[config.mk]
export PLATFORM = sky130hd
export DESIGN_NAME = hazard_stall_unit
export DESIGN_NICKNAME = d
export VERILOG_FILES = /design/src/rtl/hazard_stall_unit.sv
export SDC_FILE = /design/constraint.sdc
export NUM_CORES = 1
export LEC_CHECK = 0
export CAP_MARGIN = 20
export CORE_ASPECT_RATIO = 1.75
export CORE_MARGIN = 2
export CORE_UTILIZATION = 29
export DETAILED_ROUTE_END_ITERATION = 10
export GPL_TIMING_DRIVEN = 0
export PLACE_DENSITY = 0.53
export SLEW_MARGIN = 15
export SYNTH_ARGS = -nofsm -noshare
export SYNTH_HDL_FRONTEND = slang
export SYNTH_SLANG_ARGS = --single-unit
[constraint.sdc]
create_clock -name clk -period 2.8 [get_ports clk]
set_input_delay 0.56 -clock clk [delete_from_list [all_inputs] [get_ports clk]]
set_output_delay 0.56 -clock clk [all_outputs]
set_load 0.01 [all_outputs]
[src/rtl/hazard_stall_unit.sv]
// -----------------------------------------------------------------------------
// hazard_stall_unit
//   Hazard detection and forwarding control for a 5-stage MIPS-style pipeline.
//   Hazard descriptors decoded in D are carried through shadow copies for the
//   E, M and W stages. The unit produces the pipeline stall and every
//   forwarding-mux select combinationally. It also owns the MDU busy countdown
//   that holds MDU-class instructions in D while a mult/div is in flight.
//
// Ports
//   clk, rst_n        clock (rising edge) / asynchronous active-low reset
//   HSU_i_Rs/Rt       D-stage source register addresses
//   HSU_i_TuseRs/Rt   cycles from D until the source is read (15 = never)
//   HSU_i_TnewD       cycles until the result sits in a pipeline register
//   HSU_i_RegWAddr    D-stage destination register (0 when there is no result)
//   HSU_i_MDU_Usage   0 = none, 1 = stalling mult/div, 2 = mf/mt hi/lo
//   HSU_i_IsDiv       selects DIV_LAT vs MULT_LAT for a stalling MDU op
//   HSU_i_Flush       kills the instructions in E and M
//   HSU_o_Stall       freeze PC and IF/ID, bubble into ID/EX
//   HSU_o_FwdD_Rs/Rt  D operand source: 0 regfile, 1 E, 2 M, 3 W
//   HSU_o_FwdE_Rs/Rt  E operand source: 0 ID/EX, 2 M, 3 W
//   HSU_o_FwdM_Rt     M store data source: 0 EX/MEM, 1 W
//   HSU_o_MDU_Busy    MDU busy counter is nonzero
// -----------------------------------------------------------------------------
module hazard_stall_unit #(
    parameter logic [5:0] MULT_LAT = 6'd5,
    parameter logic [5:0] DIV_LAT  = 6'd10
) (
    input  logic       clk,
    input  logic       rst_n,
    input  logic [4:0] HSU_i_Rs,
    input  logic [4:0] HSU_i_Rt,
    input  logic [3:0] HSU_i_TuseRs,
    input  logic [3:0] HSU_i_TuseRt,
    input  logic [3:0] HSU_i_TnewD,
    input  logic [4:0] HSU_i_RegWAddr,
    input  logic [3:0] HSU_i_MDU_Usage,
    input  logic       HSU_i_IsDiv,
    input  logic       HSU_i_Flush,
    output logic       HSU_o_Stall,
    output logic [1:0] HSU_o_FwdD_Rs,
    output logic [1:0] HSU_o_FwdD_Rt,
    output logic [1:0] HSU_o_FwdE_Rs,
    output logic [1:0] HSU_o_FwdE_Rt,
    output logic       HSU_o_FwdM_Rt,
    output logic       HSU_o_MDU_Busy
);

    typedef struct packed {
        logic [4:0] rs;
        logic [4:0] rt;
        logic [4:0] addr;
        logic [3:0] tnew;
        logic [3:0] mdu;
    } entry_t;

    localparam entry_t BUBBLE = '0;

    entry_t     e_q, m_q, w_q;
    entry_t     e_d, m_d, w_d;
    entry_t     d_entry_s;
    logic [5:0] busy_q, busy_d;
    logic       rs_live_s, rt_live_s;
    logic       data_stall_s, mdu_stall_s, stall_s, advance_s;

    // Remaining-cycle count after one stage advance, floored at zero.
    function automatic logic [3:0] dec_sat(input logic [3:0] t);
        return (t == 4'd0) ? 4'd0 : (t - 4'd1);
    endfunction

    // A stage produces the source register; $0 never matches.
    function automatic logic hit(input logic [4:0] addr, input logic [4:0] src);
        return (addr != 5'd0) && (addr == src);
    endfunction

    // D-stage forward select: nearest ready producer, E > M > W.
    function automatic logic [1:0] fwd_d_sel(input logic [4:0] src, input logic live,
                                             input entry_t e, input entry_t m, input entry_t w);
        logic [1:0] sel;
        if (live && hit(e.addr, src) && (e.tnew == 4'd0)) begin
            sel = 2'd1;
        end else if (live && hit(m.addr, src) && (m.tnew == 4'd0)) begin
            sel = 2'd2;
        end else if (live && hit(w.addr, src) && (w.tnew == 4'd0)) begin
            sel = 2'd3;
        end else begin
            sel = 2'd0;
        end
        return sel;
    endfunction

    // E-stage forward select: M > W, against the E entry's own source.
    function automatic logic [1:0] fwd_e_sel(input logic [4:0] src, input entry_t m, input entry_t w);
        logic [1:0] sel;
        if (hit(m.addr, src) && (m.tnew == 4'd0)) begin
            sel = 2'd2;
        end else if (hit(w.addr, src) && (w.tnew == 4'd0)) begin
            sel = 2'd3;
        end else begin
            sel = 2'd0;
        end
        return sel;
    endfunction

    // Stall decision: a producer in E/M not ready in time, or MDU occupied.
    always_comb begin
        rs_live_s    = (HSU_i_TuseRs != 4'd15);
        rt_live_s    = (HSU_i_TuseRt != 4'd15);
        data_stall_s = (rs_live_s && hit(e_q.addr, HSU_i_Rs) && (e_q.tnew > HSU_i_TuseRs))
                     | (rs_live_s && hit(m_q.addr, HSU_i_Rs) && (m_q.tnew > HSU_i_TuseRs))
                     | (rt_live_s && hit(e_q.addr, HSU_i_Rt) && (e_q.tnew > HSU_i_TuseRt))
                     | (rt_live_s && hit(m_q.addr, HSU_i_Rt) && (m_q.tnew > HSU_i_TuseRt));
        mdu_stall_s  = (HSU_i_MDU_Usage != 4'd0) && ((busy_q != 6'd0) || (e_q.mdu == 4'd1));
        stall_s      = data_stall_s | mdu_stall_s;
        advance_s    = !stall_s && !HSU_i_Flush;
    end

    // Shadow pipeline and MDU counter next state.
    always_comb begin
        d_entry_s.rs   = HSU_i_Rs;
        d_entry_s.rt   = HSU_i_Rt;
        d_entry_s.addr = (HSU_i_TnewD == 4'd0) ? 5'd0 : HSU_i_RegWAddr;
        d_entry_s.tnew = dec_sat(HSU_i_TnewD);
        d_entry_s.mdu  = HSU_i_MDU_Usage;

        w_d      = m_q;
        w_d.tnew = dec_sat(m_q.tnew);
        m_d      = e_q;
        m_d.tnew = dec_sat(e_q.tnew);
        e_d      = d_entry_s;
        // Flush kills E and M; W still retires the old M entry.
        if (HSU_i_Flush) begin
            e_d = BUBBLE;
            m_d = BUBBLE;
        end else if (stall_s) begin
            e_d = BUBBLE;
        end else begin
            e_d = d_entry_s;
        end

        busy_d = busy_q;
        if (advance_s && (HSU_i_MDU_Usage == 4'd1)) begin
            busy_d = HSU_i_IsDiv ? DIV_LAT : MULT_LAT;
        end else if (busy_q != 6'd0) begin
            busy_d = busy_q - 6'd1;
        end else begin
            busy_d = 6'd0;
        end
    end

    // State registers for the shadow entries and the MDU countdown.
    always_ff @(posedge clk or negedge rst_n) begin
        if (!rst_n) begin
            e_q    <= BUBBLE;
            m_q    <= BUBBLE;
            w_q    <= BUBBLE;
            busy_q <= 6'd0;
        end else begin
            e_q    <= e_d;
            m_q    <= m_d;
            w_q    <= w_d;
            busy_q <= busy_d;
        end
    end

    assign HSU_o_Stall    = stall_s;
    assign HSU_o_FwdD_Rs  = fwd_d_sel(HSU_i_Rs, rs_live_s, e_q, m_q, w_q);
    assign HSU_o_FwdD_Rt  = fwd_d_sel(HSU_i_Rt, rt_live_s, e_q, m_q, w_q);
    assign HSU_o_FwdE_Rs  = fwd_e_sel(e_q.rs, m_q, w_q);
    assign HSU_o_FwdE_Rt  = fwd_e_sel(e_q.rt, m_q, w_q);
    assign HSU_o_FwdM_Rt  = hit(w_q.addr, m_q.rt) && (w_q.tnew == 4'd0);
    assign HSU_o_MDU_Busy = (busy_q != 6'd0);

endmodule

==> results.md <==
* IO Count at 46
* Adder-cell share of the synthesized area at 8.07%
* H-tree levels at 2
* Final net count at 436
* RSZ-0062 raised after global routing: yes
* Initial Util at 29.5%
* FF+latch count, synth at 52
* Post-synth cell types at 42
* GRT overflow at 0
* Final Max Slew Viols at 0
* Area share of the largest cell type after synthesis at 40.0%
* GR Util All Layers at 14.5%
* Layout cell share with drive strength beyond 1 at 21.6%
* Switching share of power at 33.1%
* Detail Placement HPWL at 6350 um
* Initial antenna violation count at 0
* P_leak at 1.96 nW
* Complex-gate fraction of the synthesized area at 7.27%
* Number of synthesized flops with an enable pin at 0
* Post-synthesis simple-gate area fraction at 23.8%
* DRC violations left at 0
* # port buffers at 44
* Clock Pin Slew Worst Setup and Hold Paths at 0.06 ns
* Drt total wl at 8400 um
* Die area at 12100 um^2
* Post-place setup slack at -0.968 ns
* Worst-Skew Late Latency at 0.29 ns
* Critical Path Sink Type: output port
* Design area at 4280 um^2
* CTS hold repair buffers at 0
* Final period utilization at 99.7%
* CP max FO at 4
* Cell-internal power at 1.55 mW
* Worst IR drop on VDD at 391 uV
* Gp weighted congestion at 0.832
* Vias per inst at 4.92
* Commonest non-fill, non-tap cell in the layout: dfrtp_1
* Post-route clock skew at 0.00282 ns
* # rows at 51
* Vias in the first global route at 2756
* Root Buffer: clkbuf_16
* Synth async-reset ratio at 100%
* Multiplexer share of the synthesized area at 0.961%
* Crit path arrival time at 2.23 ns
* Share of power burned in the clock network at 25.6%
* Maxcap violations at 0
* Area leader, netlist: dfrtp_1
* Detail-routed net length per standard cell at 16.4 um
* DRT antenna net count at 0
* CP required at 2.24 ns
* Sequential Power Share at 40.5%
* Core Area at 11000 um^2
* Area delta synth->final at 31.6%
* Avg Inst Size Synth at 10.1 um^2
* CTS sink cnt at 52
* Crit path launch type: register
* Sequential fraction of the synthesis area at 40.0%
* Share of power burned in combinational logic at 33.9%
* HP Class: in -> async
* Max Clock Freq at 358 MHz
* Tmin final at 2.79 ns
* Final Hold Fails at 0
* Pin count of the biggest net entering global routing at 53
* Synth Warn # at 0
* Worst-case clock buffer depth at 2
* Mapped Area at 3250 um^2
* Largest family of logic cells by synthesized area: simple AND/OR/NAND/NOR gates
* Die width at 84.1 um
* First-pass GRT wire length at 13700 um
* Worst Setup Slack, final at 0.00847 ns
* Crit path kind: reg -> out
* Placed Cells at 499
* Drt first pass iters at 4
* Syn_nets at 379
* Setup Viol. Count Final at 0
* DR iter-0 viols at 107
* Mapped Cells at 323
* Synth top area cells: dfrtp_1, xnor2_1, ha_1
* Status: finished, final reports clean
* PwrDens at 541 nW/um^2
* Reg-to-reg setup timing slack at 0.41 ns
* Placement-stage cell area at 3860 um^2
* NetSw at 0.768 mW
* CTS tree: built
* Die height at 144 um
* Top FF cell, synth: dfrtp_1
* Worst slew pin tran at 0.733 ns
* Max_slew headroom at 51.2%
* Post-Synth XOR/XNOR Area at 15.1%
* DR vias at 2520
* Highest-count cells in the layout ignoring fill and taps: dfrtp_1, xnor2_1, xor2_1
* Antenna cells at 0
* Final Instance Count excl. Fillers at 512
* CTS buffer count at 5
-- flip-flops by register name (all words and copies together), names as in the netlist --
signal and flops:
m_q 14, busy_q 6, w_q 9, e_q 23
-- logic make-up (layout without fill, tap and decap cells) --
logic type	Yosys count	after routing
muxes	3	3
xor gates and xnor gates	56	56
adders and majority gates	21	21
and+or+nand+nor	118	118
buffers and inverters	37	94
DFF	52	52
AOI/OAI and AO/OA	36	36
-- routing by layer --
layer / vias up / GRT usage (%) / routed length (um)
met3: 13 / 2.68 / 298
met4: 0 / 5.60 / 184
met2: 43 / 27.8 / 4650
met1: 1228 / 15.5 / 3270
met5: - / 0 / 0
li1: 1236 / - / -
-- per-stage QoR --
stage                     util (%)  TNS (ns)  hold slack, ns  power, mW
after global placement        35.0    -30.28           0.353       1.63
after global routing          38.8    -0.241           0.352       2.47
final                         38.8         0           0.295       2.32
after detailed placement      34.9     -6.97           0.356       1.64
after CTS                     38.7    -0.145           0.333       2.34
after floorplan                  -         0           0.264       1.39
-- synthesized netlist by cell type (5+ instances only) --
cell / count
a21oi_1: 14
o21ai_0: 5
ha_1: 21
inv_1: 21
nand4_1: 12
nor3_1: 12
clkbuf_1: 10
nor3b_2: 10
nor2b_1: 13
nor4_1: 8
nand3_1: 8
xor2_1: 24
nand2_1: 16
dfrtp_1: 52
nor2_1: 12
xnor2_1: 32
nor3_2: 8
-- area by class of cell --
cell class | instances | area (um^2)
Clock inverter | 1 | 5.00
Sequential cell | 52 | 1300
Tap cell | 132 | 165
Multi-Input combinational cell | 234 | 2030
Fill cell | 1103 | 6760
Timing Repair Buffer | 55 | 504
Clock buffer | 6 | 129
Inverter | 21 | 78.8
Buffer | 11 | 70.1
-- what timing repair did --
item | 4_1_cts | 5_1_grt
pin swaps | 20 | 8
resized for setup | 78 | 8
setup endpoints to repair | 10 | 7
buffers inserted | 10 | 1
-- worst paths after layout --
kind,startpoint,end,depth (start not counted)
max,w_q[5],HSU_o_FwdD_Rs[1],6
min,rst_n,m_q[11],1
max reg2reg,m_q[10],e_q[21],11
min reg2reg,m_q[11],w_q[11],0
max in group asynchronous,rst_n,m_q[6],1
min in group clk,m_q[11],w_q[11],0
-- power by group through the flow --
stage | Clock [mW] | Combinational (mW) | Sequential [mW]
floorplan | 0 | 0.471 | 0.916
global placement | 0 | 0.695 | 0.934
detailed placement | 0 | 0.706 | 0.938
CTS | 0.604 | 0.804 | 0.931
global route | 0.633 | 0.878 | 0.957
finish | 0.593 | 0.784 | 0.939
-- worst max-delay path: stages, from the launching register on --
cell and delay (ns):
dfrtp_1 0.36, or4_4 0.55, a21oi_4 0.19, nand4_1 0.22, buf_4 0.20, a22oi_2 0.17, clkdlybuf4s15_2 0.25
No activity file was read; power rests on OpenSTA's default activity.
